**src/rtl/merge_cmp_pkg.sv**
```systemverilog
// rtl/merge_cmp_pkg.sv - shared word type and selection encoding for the merge comparator
package merge_cmp_pkg;

    localparam int DATA_W = 32;

    typedef logic [DATA_W-1:0] word_t;

    typedef enum logic [1:0] {
        SEL_NONE = 2'd0,
        SEL_A    = 2'd1,
        SEL_B    = 2'd2
    } sel_t;

endpackage

```
**src/rtl/merge_cmp_select.sv**
```systemverilog
// rtl/merge_cmp_select.sv - head-word compare and stream choice; MERGE_CMP_DESC_EN selects descending order
module merge_cmp_select
    import merge_cmp_pkg::*;
(
    input  logic [DATA_W-1:0] a_in,
    input  logic              a_vld,
    input  logic [DATA_W-1:0] b_in,
    input  logic              b_vld,
    output sel_t              sel
);

    logic a_first;

    // Ties go to A in both directions so equal keys keep their stream order.
`ifdef MERGE_CMP_DESC_EN
    assign a_first = (a_in >= b_in);
`else
    assign a_first = (a_in <= b_in);
`endif

    always_comb begin
        sel = SEL_NONE;
        if (a_vld && b_vld) begin
            sel = a_first ? SEL_A : SEL_B;
        end else if (a_vld) begin
            sel = SEL_A;
        end else if (b_vld) begin
            sel = SEL_B;
        end
    end

endmodule

```
**src/rtl/merge_comparator.sv**
```systemverilog
// rtl/merge_comparator.sv - merge-stage selector: pops the preferred head word and registers it downstream
// Build option: MERGE_CMP_DESC_EN (descending merge, handled in merge_cmp_select)
module merge_comparator
    import merge_cmp_pkg::*;
(
    input  logic              clk,
    input  logic              rst_n,
    input  logic [DATA_W-1:0] a_in,
    input  logic              a_vld,
    input  logic [DATA_W-1:0] b_in,
    input  logic              b_vld,
    input  logic              ena,
    input  logic              out_rdy,
    output logic [DATA_W-1:0] data_out,
    output logic              pop_a,
    output logic              pop_b,
    output logic              valid
);

    sel_t sel;
    logic accept;
    logic take_a;
    logic take_b;

    merge_cmp_select u_select (
        .a_in  (a_in),
        .a_vld (a_vld),
        .b_in  (b_in),
        .b_vld (b_vld),
        .sel   (sel)
    );

    // The output register may load when it is empty or its word leaves this cycle.
    assign accept = ena & (~valid | out_rdy);

    // rst_n gates the pops so nothing is dequeued while the register is held clear.
    assign take_a = rst_n & accept & (sel == SEL_A);
    assign take_b = rst_n & accept & (sel == SEL_B);
    assign pop_a  = take_a;
    assign pop_b  = take_b;

    always_ff @(posedge clk or negedge rst_n) begin
        if (!rst_n) begin
            data_out <= '0;
            valid    <= 1'b0;
        end else if (accept) begin
            if (take_a) begin
                data_out <= a_in;
                valid    <= 1'b1;
            end else if (take_b) begin
                data_out <= b_in;
                valid    <= 1'b1;
            end else begin
                valid    <= 1'b0;
            end
        end else if (!ena && out_rdy) begin
            // Disabled but downstream took the word: retire it without refilling.
            valid <= 1'b0;
        end
    end

endmodule

```
**config.mk**
```make
export PLATFORM = sky130hd
export DESIGN_NAME = merge_comparator
export DESIGN_NICKNAME = d
export VERILOG_FILES = /design/src/rtl/merge_cmp_pkg.sv /design/src/rtl/merge_cmp_select.sv /design/src/rtl/merge_comparator.sv
export SDC_FILE = /design/constraint.sdc
export NUM_CORES = 1
export LEC_CHECK = 0
export CORE_ASPECT_RATIO = 1.2
export CORE_MARGIN = 8
export CORE_UTILIZATION = 45
export CTS_BUF_LIST = sky130_fd_sc_hd__clkbuf_2
export DETAILED_ROUTE_END_ITERATION = 6
export PLACE_DENSITY = 0.89
export SYNTH_ARGS = -nofsm -noshare
export SYNTH_HDL_FRONTEND = slang
export SYNTH_SLANG_ARGS = --single-unit
```
**constraint.sdc**
```tcl
create_clock -name clk -period 3.4 [get_ports clk]
set_input_delay 0.68 -clock clk [delete_from_list [all_inputs] [get_ports clk]]
set_output_delay 0.68 -clock clk [all_outputs]
set_load 0.1 [all_outputs]
```
**Word level (Yosys, flattened, before mapping)**

Cells that the tools add are included.

- Eq/ne operators: 2
- Reduce and logical (&&, ||, !) cells: 6
- Bitwise operators: 6
- Multiplexer cells: 10
- $lt $le $gt $ge: 1

Operators by type and width:

| cell | number |
|---|---|
| $mux 32 | 2 |
| $le 32x32->1 | 1 |
| $mux 2 | 4 |
| $and 1x1->1 | 4 |
| $mux 1 | 4 |
| $reduce_bool 2->1 | 2 |
| $eq 2x1->1 const B | 1 |
| $eq 2x2->1 const B | 1 |
| $logic_and 1x1->1 | 2 |
| $reduce_and 2->1 | 1 |
| $logic_not 1->1 | 1 |
| $not 1->1 | 1 |
| $or 1x1->1 | 1 |

- Input bits: 70
- Bits in registers: 33
- Logic and storage cells: 27
- Output and inout bits: 35

**Depth between registers and ports, before layout**

- Word-level depth: 8
- Gate-level depth with buffers: 10

**Cells and area by module**

From an unflattened synthesis, not the netlist that was laid out.

- Cell total of the unflattened synthesis: 326
- Area total of the unflattened synthesis: 2,939.1 µm²

By module, submodules not included:

| module | instances | cells an instance | area an instance (µm²) | seq. area each (µm²) |
|---|---|---|---|---|
| merge_comparator | 1 | 205 | 2,087.0 | 825.8 |
| merge_cmp_select | 1 | 121 | 852.1 | 0.0 |

**Worst setup path after synthesis**

OpenSTA, ideal clock, no wires.

- Path type: input port to output port
- Start point: input b_in[14]
- End point: output pop_a
- Stages on the path: 9
- Path buffers: 1
- Slack: -1,791 ps
- Data required time: 2,720 ps
- Arrival: 4,511 ps
- Cells stage by stage: inv_1 ha_1 a21oi_2 nand2_1 a221o_1 o311a_1 or2_1 buf_6 a21boi_0

- Longest elaborated chain between the ends: 5

Ends and longest elaborated chain:

| what | line | text |
|---|---|---|
| start: declaration | merge_comparator.sv:10 | `input logic [DATA_W-1:0] b_in,` |
| $le 32x32->1 | merge_cmp_select.sv:18 | `assign a_first = (a_in <= b_in);` |
| $mux 2 | merge_cmp_select.sv:24 | `sel = a_first ? SEL_A : SEL_B;` |
| $mux 2 | merge_cmp_select.sv:23 | `if (a_vld && b_vld) begin` |
| $eq 2x1->1 | merge_comparator.sv:37 | `assign take_a = rst_n & accept & (sel == SEL_A);` |
| $and 1x1->1 | merge_comparator.sv:37 |  |
| end: declaration | merge_comparator.sv:15 | `output logic pop_a,` |

No other way between the ends.

**Worst setup path in the final report**

- Start point: input b_in[0]
- End point: output pop_a

The elaborated chain is that of the path after synthesis.

==> metrics.yaml <==
critical_path:
  worstPathCellList: "clkdlybuf4s15_1 -> ha_1 -> nand4_1 -> nor4_4 -> nand2_2 -> a22o_4 -> or2_4 -> a21boi_4 -> buf_12"
  path_delay_family: "simple AND/OR/NAND/NOR gates"
  cp_num_buf_inv: 2
  cp-start-kind: "primary input"
  cp_slowest_cell: "ha_1"
  cp-end-kind: "output pin"
  cp.required_ns: 2.72
  crit_fanout: 3
  cp.arrival_ns: 2.75
  critical_path_class: "in -> out"
  critPathMaxStageDelay_ns: 0.31
grt:
  grt_usage_pct: 22.89
  grt_pass1_wl_um: 17890
  overflow: 0
  grt_pass1_vias: 3718
  grt_antenna_before_repair: 0
  grt_max_degree: 35
timing:
  rsz0062_at_grt: "true"
  fin_skew_ns: 0.01846
  finalHoldViolCount: 0
  tightest_slew_ns: 0.5634
  whs_ns: 0.1932
  maxSlewHeadroom_pct: 62.44
  fin_ws_ns: -0.02619
  max_freq_ghz: 0.2919
  setup_tns_ns: -0.02619
  finalCritPeriodShare_pct: 100.8
  setup_viol: 1
  period_minus_slack_ns: 3.426
  slew_violations: 0
routing:
  drc: 0
  drt_pass1_iterations: 4
  vias: 3361
  wirelength_um: 11310
  wl_per_cell_um: 19.30
  vias_per_cell: 5.735
  drt_iter0_markers: 121
  antenna_left: 0
logic_synthesis:
  netlist_instances: 342
  mappedNetlistArea_sq_um: 2979
  yosysWarnings: 0
  yosysUniqueCellTypes: 41
  synth-seq-cells: 33
  avgSynthCellArea_sq_um: 8.711
  yosysSeqAreaShare_pct: 27.72
  syn-num-nets: 444
final_layout:
  syn_to_final_growth_pct: 57.16
  nFillCells: 488
  regArea_sq_um: 825.8
  multi_input_area_sq_um: 2241
  final_cells: 586
  drive_gt1_share_pct: 52.69
  fin_nets: 603
  antenna_cells: 0
clock_tree:
  worstSkewPairLatency_ns: 0.40
  cts.sinks: 33
  root_buffer: "clkbuf_2"
  clock_path_buffers: 2
  htreeDepth: 2
  cts_tree: "built"
  clk_pin_slew_ns: 0.19
  cts_buffers: 5
status:
  outcome: "complete, but fails checks"
  violations: "setup timing"
floorplanning:
  rows: 32
  fp.dieW_um: 90.28
  io_pins: 105
  die_y_um: 105.1
  initial_core_util_pct: 46.50
  core-area_sq_um: 6406
  dieArea_sq_um: 9491
power_and_ir_drop:
  peakVddDrop_mv: 0.4144
  power-per-cell-area_nw_per_um2: 492.6
  p_total_w: 0.002306
  p_leak_nw: 2.024
placement:
  dpl.cell_count: 558
  routabilityCongestion: 0.8287
  dp_hpwl_um: 7703
  port_buffers: 104
hold_path:
  hold_path_class: "in -> async"
run:
  cap_violations: 0
-- power by group --
| group | internal (W) | total (W) | leakage [nW] | switching [W] |
|---|---|---|---|---|
| sequential | 0.000490 | 0.000578 | 0.376 | 0.0000881 |
| combinational | 0.000431 | 0.00153 | 1.62 | 0.00110 |
| clock | 0.0000479 | 0.000198 | 0.0265 | 0.000150 |
-- what timing repair did --
item | 4_1_cts | 5_1_grt
hold buffers | 0 | 0
resized for setup | 156 | 92
pin swaps | 29 | 30
buffers inserted | 12 | 9
setup endpoints to repair | 2 | 2
-- synth_stat cells --
library cell / number / share of area, %
a221o_2: 1 / 0.38
o21ai_0: 3 / 0.50
clkbuf_8: 3 / 1.4
buf_8: 2 / 1.0
inv_1: 36 / 4.5
a21o_1: 2 / 0.50
nor2_1: 4 / 0.50
nand2b_1: 1 / 0.21
o311a_1: 1 / 0.34
o21ai_1: 1 / 0.17
o21a_1: 1 / 0.25
o31ai_4: 1 / 0.71
o211ai_1: 2 / 0.50
nor4_2: 1 / 0.42
a221o_1: 1 / 0.34
nand3_2: 1 / 0.34
dfrtp_1: 33 / 28
or2_1: 1 / 0.21
nand2_1: 72 / 9.1
and4_2: 2 / 0.67
and4bb_2: 1 / 0.42
nand4_1: 6 / 1.3
clkbuf_1: 6 / 0.76
buf_6: 4 / 1.5
o221ai_1: 2 / 0.59
dlygate4sd3_1: 2 / 0.67
a22o_2: 1 / 0.34
a21oi_2: 1 / 0.29
nor3_1: 1 / 0.17
clkinv_1: 1 / 0.13
nor3b_2: 1 / 0.42
a2111oi_0: 1 / 0.29
a211oi_1: 2 / 0.50
nor2b_1: 1 / 0.21
nand3_1: 3 / 0.50
buf_12: 1 / 0.67
ha_1: 32 / 13
buf_1: 2 / 0.25
a21oi_1: 74 / 12
a21boi_0: 1 / 0.25
o221ai_2: 30 / 15
-- cell families after synthesis --
family | synth area share, %
buffers and inverters | 10.92
AO/OA/AOI/OAI | 33.52
adder cells (fa/ha/maj) | 13.44
flip-flops | 27.72
AND/OR/NAND/NOR | 14.41
-- stage by stage --
stage	util, %	worst slack (ns)	instance area, sq um
6_report	73.09	-0.02619	4682
5_1_grt	73.09	-0.07378	4682
4_1_cts	72.56	0.0004856	4648
3_5_place_dp	69.26	-0.4622	4437
3_3_place_gp	69.26	-0.3711	4437
2_1_floorplan	-	-0.02229	3184
-- per-layer routing --
layer,vias to the layer above,routed length (um),GRT usage [%],part of all wire [%]
met5,-,0,0,0
met4,0,484,13.35,4.3
met3,40,659,4.438,5.8
met2,146,6016,43.20,53
met1,1614,4148,22.72,37
li1,1561,-,-,-
-- worst register-to-register path, cell delays in order (launching register included) --
cell and delay (ns):
dfrtp_1 0.42, nand2b_1 0.14, nor3b_4 0.22, buf_4 0.39, nand2_1 0.16, a21oi_1 0.18, a211oi_1 0.08, o211ai_1 0.13
-- worst paths after layout --
kind	startpoint	end	slack [ns]	depth (start not counted)
setup reg to reg	valid$_DFFE_PN0P_	data_out[0]$_DFFE_PN0P_	1.60	7
hold reg to reg	data_out[30]$_DFFE_PN0P_	data_out[30]$_DFFE_PN0P_	0.56	2
max in group asynchronous	rst_n	data_out[17]$_DFFE_PN0P_	2.55	2
min in group clk	data_out[30]$_DFFE_PN0P_	data_out[30]$_DFFE_PN0P_	0.56	2
setup / recovery	b_in[0]	pop_a	-0.03	9
hold / removal	rst_n	data_out[1]$_DFFE_PN0P_	0.19	1
-- flip-flops by register name (all words and copies together), names as in the netlist --
| register | flops |
|---|---|
| data_out | 32 |
| valid | 1 |
-- area by class of cell --
class / instances / share of cell area [%]
Clock buffer: 6 / 0.6414
Clock inverter: 1 / 0.08017
Inverter: 37 / 3.447
Multi-Input combinational cell: 252 / 47.86
Sequential cell: 33 / 17.64
Tap cell: 85 / 2.272
Timing Repair Buffer: 172 / 28.06
-- layout by cell type (no fill, tap or decap), types with 2 or more instances in the layout --
cell	count
ha_1	3
nand3_1	3
nor2_1	4
buf_12	2
o21ai_0	2
o211ai_1	2
buf_2	15
ha_4	28
nand4_1	6
nand2_1	71
o221ai_2	30
buf_8	2
a21oi_1	72
clkdlybuf4s15_2	2
buf_6	5
inv_4	7
dfrtp_1	33
a21oi_2	3
clkbuf_2	29
o21ai_1	2
clkdlybuf4s15_1	16
inv_1	5
and4_4	2
clkdlybuf4s50_1	4
clkinv_1	2
a21o_1	2
buf_4	102
o221ai_1	2
inv_2	23
No activity file was read; power rests on OpenSTA's default activity.
